<file path="config.mk">
export PLATFORM = sky130hd
export DESIGN_NAME = pc_fetch_sequencer
export DESIGN_NICKNAME = d
export VERILOG_FILES = /design/src/rtl/pc_fetch_sequencer.sv
export SDC_FILE = /design/constraint.sdc
export NUM_CORES = 1
export LEC_CHECK = 0
export ABC_AREA = 1
export BUFFER_PORTS_ARGS = -buffer_cell sky130_fd_sc_hd__buf_2
export CAP_MARGIN = 20
export CORE_ASPECT_RATIO = 0.75
export CORE_MARGIN = 8
export CORE_UTILIZATION = 44
export DETAILED_ROUTE_END_ITERATION = 8
export HOLD_SLACK_MARGIN = 0.08
export PLACE_DENSITY = 0.73
export SLEW_MARGIN = 20
export SYNTH_ARGS = -nofsm -noshare
export SYNTH_HDL_FRONTEND = slang
export SYNTH_SLANG_ARGS = --single-unit
</file>
<file path="constraint.sdc">
create_clock -name clk -period 1.6 [get_ports clk]
set_clock_uncertainty 0.15 [all_clocks]
set_input_delay 0.16 -clock clk [delete_from_list [all_inputs] [get_ports clk]]
set_output_delay 0.16 -clock clk [all_outputs]
set_load 0.03 [all_outputs]
</file>
<file path="src/rtl/pc_fetch_sequencer.sv">
// pc_fetch_sequencer: owns the architectural PC and issues valid/ready instruction fetch requests.
// Optional build macro MISALIGN_TRAP_EN: a misaligned redirect halts the block with a sticky trap flag.
module pc_fetch_sequencer #(
  parameter int unsigned     XLEN     = 32,
  parameter logic [XLEN-1:0] RESET_PC = 32'h0000_0000
) (
  input  logic            clk,
  input  logic            reset,
  input  logic            stall,
  input  logic            redirect_valid,
  input  logic [XLEN-1:0] redirect_target,
  input  logic            halt_req,
  output logic            fetch_valid,
  input  logic            fetch_ready,
  output logic [XLEN-1:0] fetch_pc,
  output logic [XLEN-1:0] pc_out,
  output logic            halted,
  output logic [31:0]     fetch_count,
  output logic            misalign_trap
);

  typedef enum logic [1:0] {
    ST_BOOT  = 2'b00,
    ST_FETCH = 2'b01,
    ST_HALT  = 2'b10
  } state_t;

  localparam logic [XLEN-1:0] PC_STEP    = {{(XLEN-3){1'b0}}, 3'b100};
  localparam logic [XLEN-1:0] ALIGN_MASK = {{(XLEN-2){1'b1}}, 2'b00};

  state_t          state_r;
  logic [XLEN-1:0] pc_r;
  logic [31:0]     count_r;
  logic            valid_r;
  logic            halted_r;
  logic            fire_s;
`ifdef MISALIGN_TRAP_EN
  logic            trap_r;
`endif

  // Stall must kill the request in the same cycle, so it gates the registered valid combinationally.
  assign fetch_valid = valid_r & ~stall;
  assign fire_s      = fetch_valid & fetch_ready;
  assign fetch_pc    = pc_r;
  assign pc_out      = pc_r;
  assign halted      = halted_r;
  assign fetch_count = count_r;
`ifdef MISALIGN_TRAP_EN
  assign misalign_trap = trap_r;
`else
  assign misalign_trap = 1'b0;
`endif

  // Sequencer FSM: PC, fetch counter and registered status flags.
  always_ff @(posedge clk or negedge reset) begin
    if (!reset) begin
      state_r  <= ST_BOOT;
      pc_r     <= RESET_PC;
      count_r  <= 32'd0;
      valid_r  <= 1'b0;
      halted_r <= 1'b0;
`ifdef MISALIGN_TRAP_EN
      trap_r   <= 1'b0;
`endif
    end else begin
      case (state_r)
        ST_BOOT: begin
          state_r <= ST_FETCH;
          valid_r <= 1'b1;
        end
        ST_FETCH: begin
          if (fire_s) begin
            count_r <= count_r + 32'd1;
          end
          // Halt outranks redirect; redirect outranks the sequential advance.
          if (halt_req) begin
            state_r  <= ST_HALT;
            valid_r  <= 1'b0;
            halted_r <= 1'b1;
          end else if (redirect_valid) begin
`ifdef MISALIGN_TRAP_EN
            if (redirect_target[1:0] != 2'b00) begin
              state_r  <= ST_HALT;
              valid_r  <= 1'b0;
              halted_r <= 1'b1;
              trap_r   <= 1'b1;
            end else begin
              pc_r <= redirect_target;
            end
`else
            pc_r <= redirect_target & ALIGN_MASK;
`endif
          end else if (fire_s) begin
            pc_r <= pc_r + PC_STEP;
          end
        end
        ST_HALT: begin
          valid_r  <= 1'b0;
          halted_r <= 1'b1;
        end
        default: begin
          state_r  <= ST_BOOT;
          valid_r  <= 1'b0;
          halted_r <= 1'b0;
        end
      endcase
    end
  end

endmodule

</file>
---- Word-level counts from Yosys, hierarchy flattened ----
Cells that the tools add are included.
operators by class
  bitwise logic cells ..................... 6
  shift operators ......................... 0
  multipliers ............................. 0
  reductions and logical operators ........ 6
  $lt $le $gt $ge ......................... 0
  divide/modulo/power cells ............... 0
  add/subtract/negate cells ............... 2
  equal/unequal tests ..................... 3
  muxes and demuxes ....................... 8
operators by type and width
  cell                                                  number
  two-way mux 32 bit                                    2
  adder 32 x 1 -> 32 bit (second input constant)        1
  adder 32 x 3 -> 32 bit (second input constant)        1
  one-hot mux 2 bit (3 select lines)                    1
  AND reduction 2 bit                                   3
  NOT 1 bit                                             4
  one-hot mux 1 bit (3 select lines)                    1
  AND reduction 3 bit                                   1
  AND 1 bit                                             2
  equality test 2 x 1 -> 1 bit (second input constant)  1
  equality test 2 bit (second input constant)           1
  logical NOT 2 bit                                     1
  two-way mux 1 bit                                     2
  two-way mux 2 bit                                     1
  != test 2 bit (second input constant)                 1
  one-hot mux 1 bit (2 select lines)                    1
  nonzero test 2 bit                                    1
word-level totals
  register bits after elaboration ......... 68
  memory bits (read-only) ................. 0
  memory bits (writable) .................. 0
  latch bits .............................. 0
  output and inout bits ................... 99
  memories kept ........................... 0
  word-level logic and storage cells ...... 30

---- Logic depth before layout (Yosys ltp) ----
  depth after elaboration ................. 5
  depth in mapped cells ................... 10

---- Least setup slack after synthesis ----
Ideal clock, no wire load.
  path type ............................... register to register
  start ................................... reg count_r[0], in the netlist fetch_count[0]
  end ..................................... reg count_r[20], in the netlist fetch_count[20]
  arrival ................................. 1.608 ns
  required time ........................... 1.332 ns
  library setup time ...................... 0.118 ns
  cell stages (with the launch flop) ...... 11
  path slack .............................. -0.276 ns
  cell sequence ........................... dfrtp_1 > ha_1 > inv_1 > nor2_2 > nand2_2 > nor2_4 > nand2_4 > nor2_4 > nand3_1 > nand2_1 > nand2_1
between the ends
  word-level cells in the longest chain between the ends .. 1
RTL lines
  item                      RTL line  source
  start: declaration        33        logic [31:0] count_r;
  start signal: assignment  73        count_r <= count_r + 32'd1;
  adder 32 x 1 -> 32 bit    73
Every way passes these cells.
A chain may end at the register's enable or synchronous reset.

---- Worst setup path in the final report ----
  start ................................... reg pc_r[3], in the netlist fetch_pc[3]
  end ..................................... reg pc_r[16], in the netlist fetch_pc[16]
between the ends
  word-level cells in the longest chain between the ends .. 3
RTL lines
  item                      RTL line  source
  start: declaration        32        logic [XLEN-1:0] pc_r;
  start signal: assignment  91        pc_r <= redirect_target & ALIGN_MASK;
  start signal: assignment  94        pc_r <= pc_r + PC_STEP;
  adder 32 x 3 -> 32 bit    94
  two-way mux 32 bit        93        end else if (fire_s) begin
  two-way mux 32 bit        80        end else if (redirect_valid) begin
Every way passes these cells. The select of a mux whose other input is x is not followed.

==> impl_metrics.yaml <==
synthesis:
  synth_top_area_share: 0.3420
  yosysWarnings: 0
  ys_types: 35
  yosys-top-cells-area: "dfrtp_1 (34%), nand2_1 (21%), nor2_1 (10%), buf_4 (5.8%), nand3_1 (5.0%)"
  avgSynthCellArea_um2: 6.448
  ys_seq_elements: 66
  yosysTopAreaCell: "dfrtp_1"
  syn_area_mm2: 0.004830
  seq_area_frac_synth: 0.3420
  syn_inst: 749
outcome:
  status: "finished, violations left"
  violations: "setup timing"
clock_network:
  clockRootBuffer: "clkbuf_16"
  clock_latency_ns: 0.34
  clk_pin_slew_ns: 0.06
  cts_sinks: 66
  htree_num_levels: 3
  clock_tree.buffer_depth: 2
  cts_tree: "done"
  numCtsBuffers: 9
finish:
  syn2layout_area_growth_pct: 57.90
  stdcell_area_mm2: 0.007626
  layoutNonFillerInstCount: 1144
  fin_nets: 1043
  final_layout_size_suffix_gt1_frac: 0.4363
  diodes: 0
sta:
  period_minus_slack_ns: 1.708
  hold_violations: 0
  drv_slew: 0
  finalSetupViolCount: 14
  final.period_utilization: 1.067
  fmax_ghz: 0.5856
  setup_ws_ns: -0.1076
  rsz0062_at_grt: "yes"
route:
  detail_route.first_pass.iterations: 5
  drt_iter0_drc: 525
  vias: 5850
  wirelength_um: 17930
  drc: 0
  wl_per_cell_um: 15.68
  ant_nets: 0
  via_per_inst: 5.114
placed_design:
  post_dp_cell_area_mm2: 0.006141
  io_buffer_count: 129
  gp_congestion: 0.9086
  hpwl_um: 11590
  place_inst: 1059
  post-place-ws_ns: -0.07050
hold_path:
  min_from: "redirect_valid"
  min_path_type: "input port to flop"
pwr:
  finalPower_mw: 12.41
  p_per_area_mw_per_mm2: 1627
  ir_drop_mv: 1.309
  power_leakage_nw: 3.745
critical_path:
  path_max_fanout: 5
  crit_required_ns: 1.71
  r2r-start: "fetch_pc[3]"
  endpoint_kind: "flop"
  worstSetupStartpointType: "flop"
  crit_start: "fetch_pc[3]"
  critical_path_arrival_ns: 1.81
  setup.worst_path.class: "flop to flop"
global_route:
  antenna_found_initial: 0
  grt_first_pass_wirelength_um: 25680
  grt_pass1_vias: 5176
  grt_max_degree: 60
  grt_usage: 0.2179
  grt-ovfl-total: 0
run:
  drv_cap: 0
floorplanning:
  die_w_um: 137.0
  core_area_mm2: 0.01082
  dieArea_mm2: 0.01462
  num_rows: 33
  num_io_pins: 137
  die_h_um: 106.7
  start_util: 0.4464
## per-stage QoR
step / hold WS, ns / setup TNS [ns] / util
after floorplan: -0.2856 / -0.1018 / -
after global placement: -0.1271 / -0.03957 / 0.5677
after detailed placement: -0.1255 / -0.5244 / 0.5677
after CTS: 0.1174 / -0.2393 / 0.6346
after global routing: 0.1896 / -2.934 / 0.7050
final: 0.1714 / -0.6175 / 0.7050
## cells by family after synthesis
kind of cell	synth area share
fa+ha+maj	0.01554
xor+xnor	0.03264
simple gates	0.4316
buf+inv	0.1210
mux	0.002331
other cells	0.0007765
flops	0.3420
compound gates	0.05414
## power by group
part / switching (mW) / internal, mW / leakage (nW)
clock: 0.799 / 1.73 / 0.179
sequential: 0.691 / 2.24 / 0.797
combinational: 4.34 / 2.61 / 2.77
## final timing paths
kind,end,cells after the start,slack (ns)
max,fetch_pc[16],8,-0.11
min,fetch_pc[3],4,0.17
max reg2reg,fetch_pc[16],8,-0.11
min reg2reg,fetch_count[31],2,0.37
max in group asynchronous,fetch_pc[13],3,0.32
min in group asynchronous,fetch_pc[7],3,0.26
## sequential cells by signal (all words and copies together) (netlist names)
register / count
state_r: 2
fetch_pc: 30
valid_r: 1
fetch_count: 32
halted: 1
## critical path, stage by stage, from the launching register on
cell and delay [ns]:
dfrtp_2 0.41, ha_4 0.20, nand3_2 0.19, nor2_4 0.16, buf_4 0.14, nand4_1 0.11
nand3_1 0.15, nand2_1 0.06, o21ai_0 0.06
## cell usage after synthesis (all sizes together)
cell	number
xor2	14
mux2	1
nand2	280
ha	6
o22ai	2
inv	62
nor3	2
a22oi	2
conb	1
o21bai	1
dfrtp	66
or2	2
xnor2	4
nand3	49
a31oi	2
nor4	1
clkinv	1
nand3b	9
nand4	3
a2bb2oi	1
nor2	148
clkbuf	6
a21oi	11
buf	45
o21ai	30
## cells in the final DEF (no fill, tap or decap), types with 9 or more instances in the layout
cell / netlist / routed
nand2_1: 275 / 243
buf_2: 7 / 129
buf_4: 37 / 108
nor2_1: 135 / 78
inv_1: 60 / 56
nand3_1: 48 / 45
nor2_2: 6 / 37
dfrtp_2: 0 / 37
nor2_4: 7 / 33
dlygate4sd3_1: 0 / 32
dfrtp_1: 66 / 29
nand2_2: 3 / 28
o21ai_0: 30 / 15
xor2_1: 14 / 14
o21ai_1: 0 / 13
clkbuf_16: 0 / 11
buf_6: 1 / 10
nand3b_1: 9 / 9
nand2_4: 2 / 9
a21oi_1: 11 / 9
## area by class of cell
class                      count  area [µm²]
timing repair buffer         286        2039
inverter                      63       245.2
sequential                    66        1698
clock inverter                 6       136.4
clock buffer                  10       239.0
tap                          140       175.2
fill                         862        3192
multi-input combinational    573        3093
## per-layer routing
| layer | GRT usage | part of all wire | vias to the layer above | wire length (µm) |
|---|---|---|---|---|
| met4 | 0.06574 | 0.023 | 0 | 410 |
| met2 | 0.3281 | 0.45 | 316 | 8021 |
| met3 | 0.03972 | 0.098 | 42 | 1764 |
| li1 | - | - | 2788 | - |
| met5 | 0 | 0 | - | 0 |
| met1 | 0.3101 | 0.43 | 2704 | 7737 |
## what timing repair did
| action | 4_1_cts | 5_1_grt |
|---|---|---|
| hold buffers | 32 | 0 |
| cloned | 0 | 5 |
| pin swaps | 6 | 38 |
| resized for setup | 8 | 150 |
| endpoints found under the setup margin | 26 | 51 |
| setup buffers | 1 | 31 |
| hold endpoints to repair | 96 | 0 |
Power figures use the tool's default switching activity.
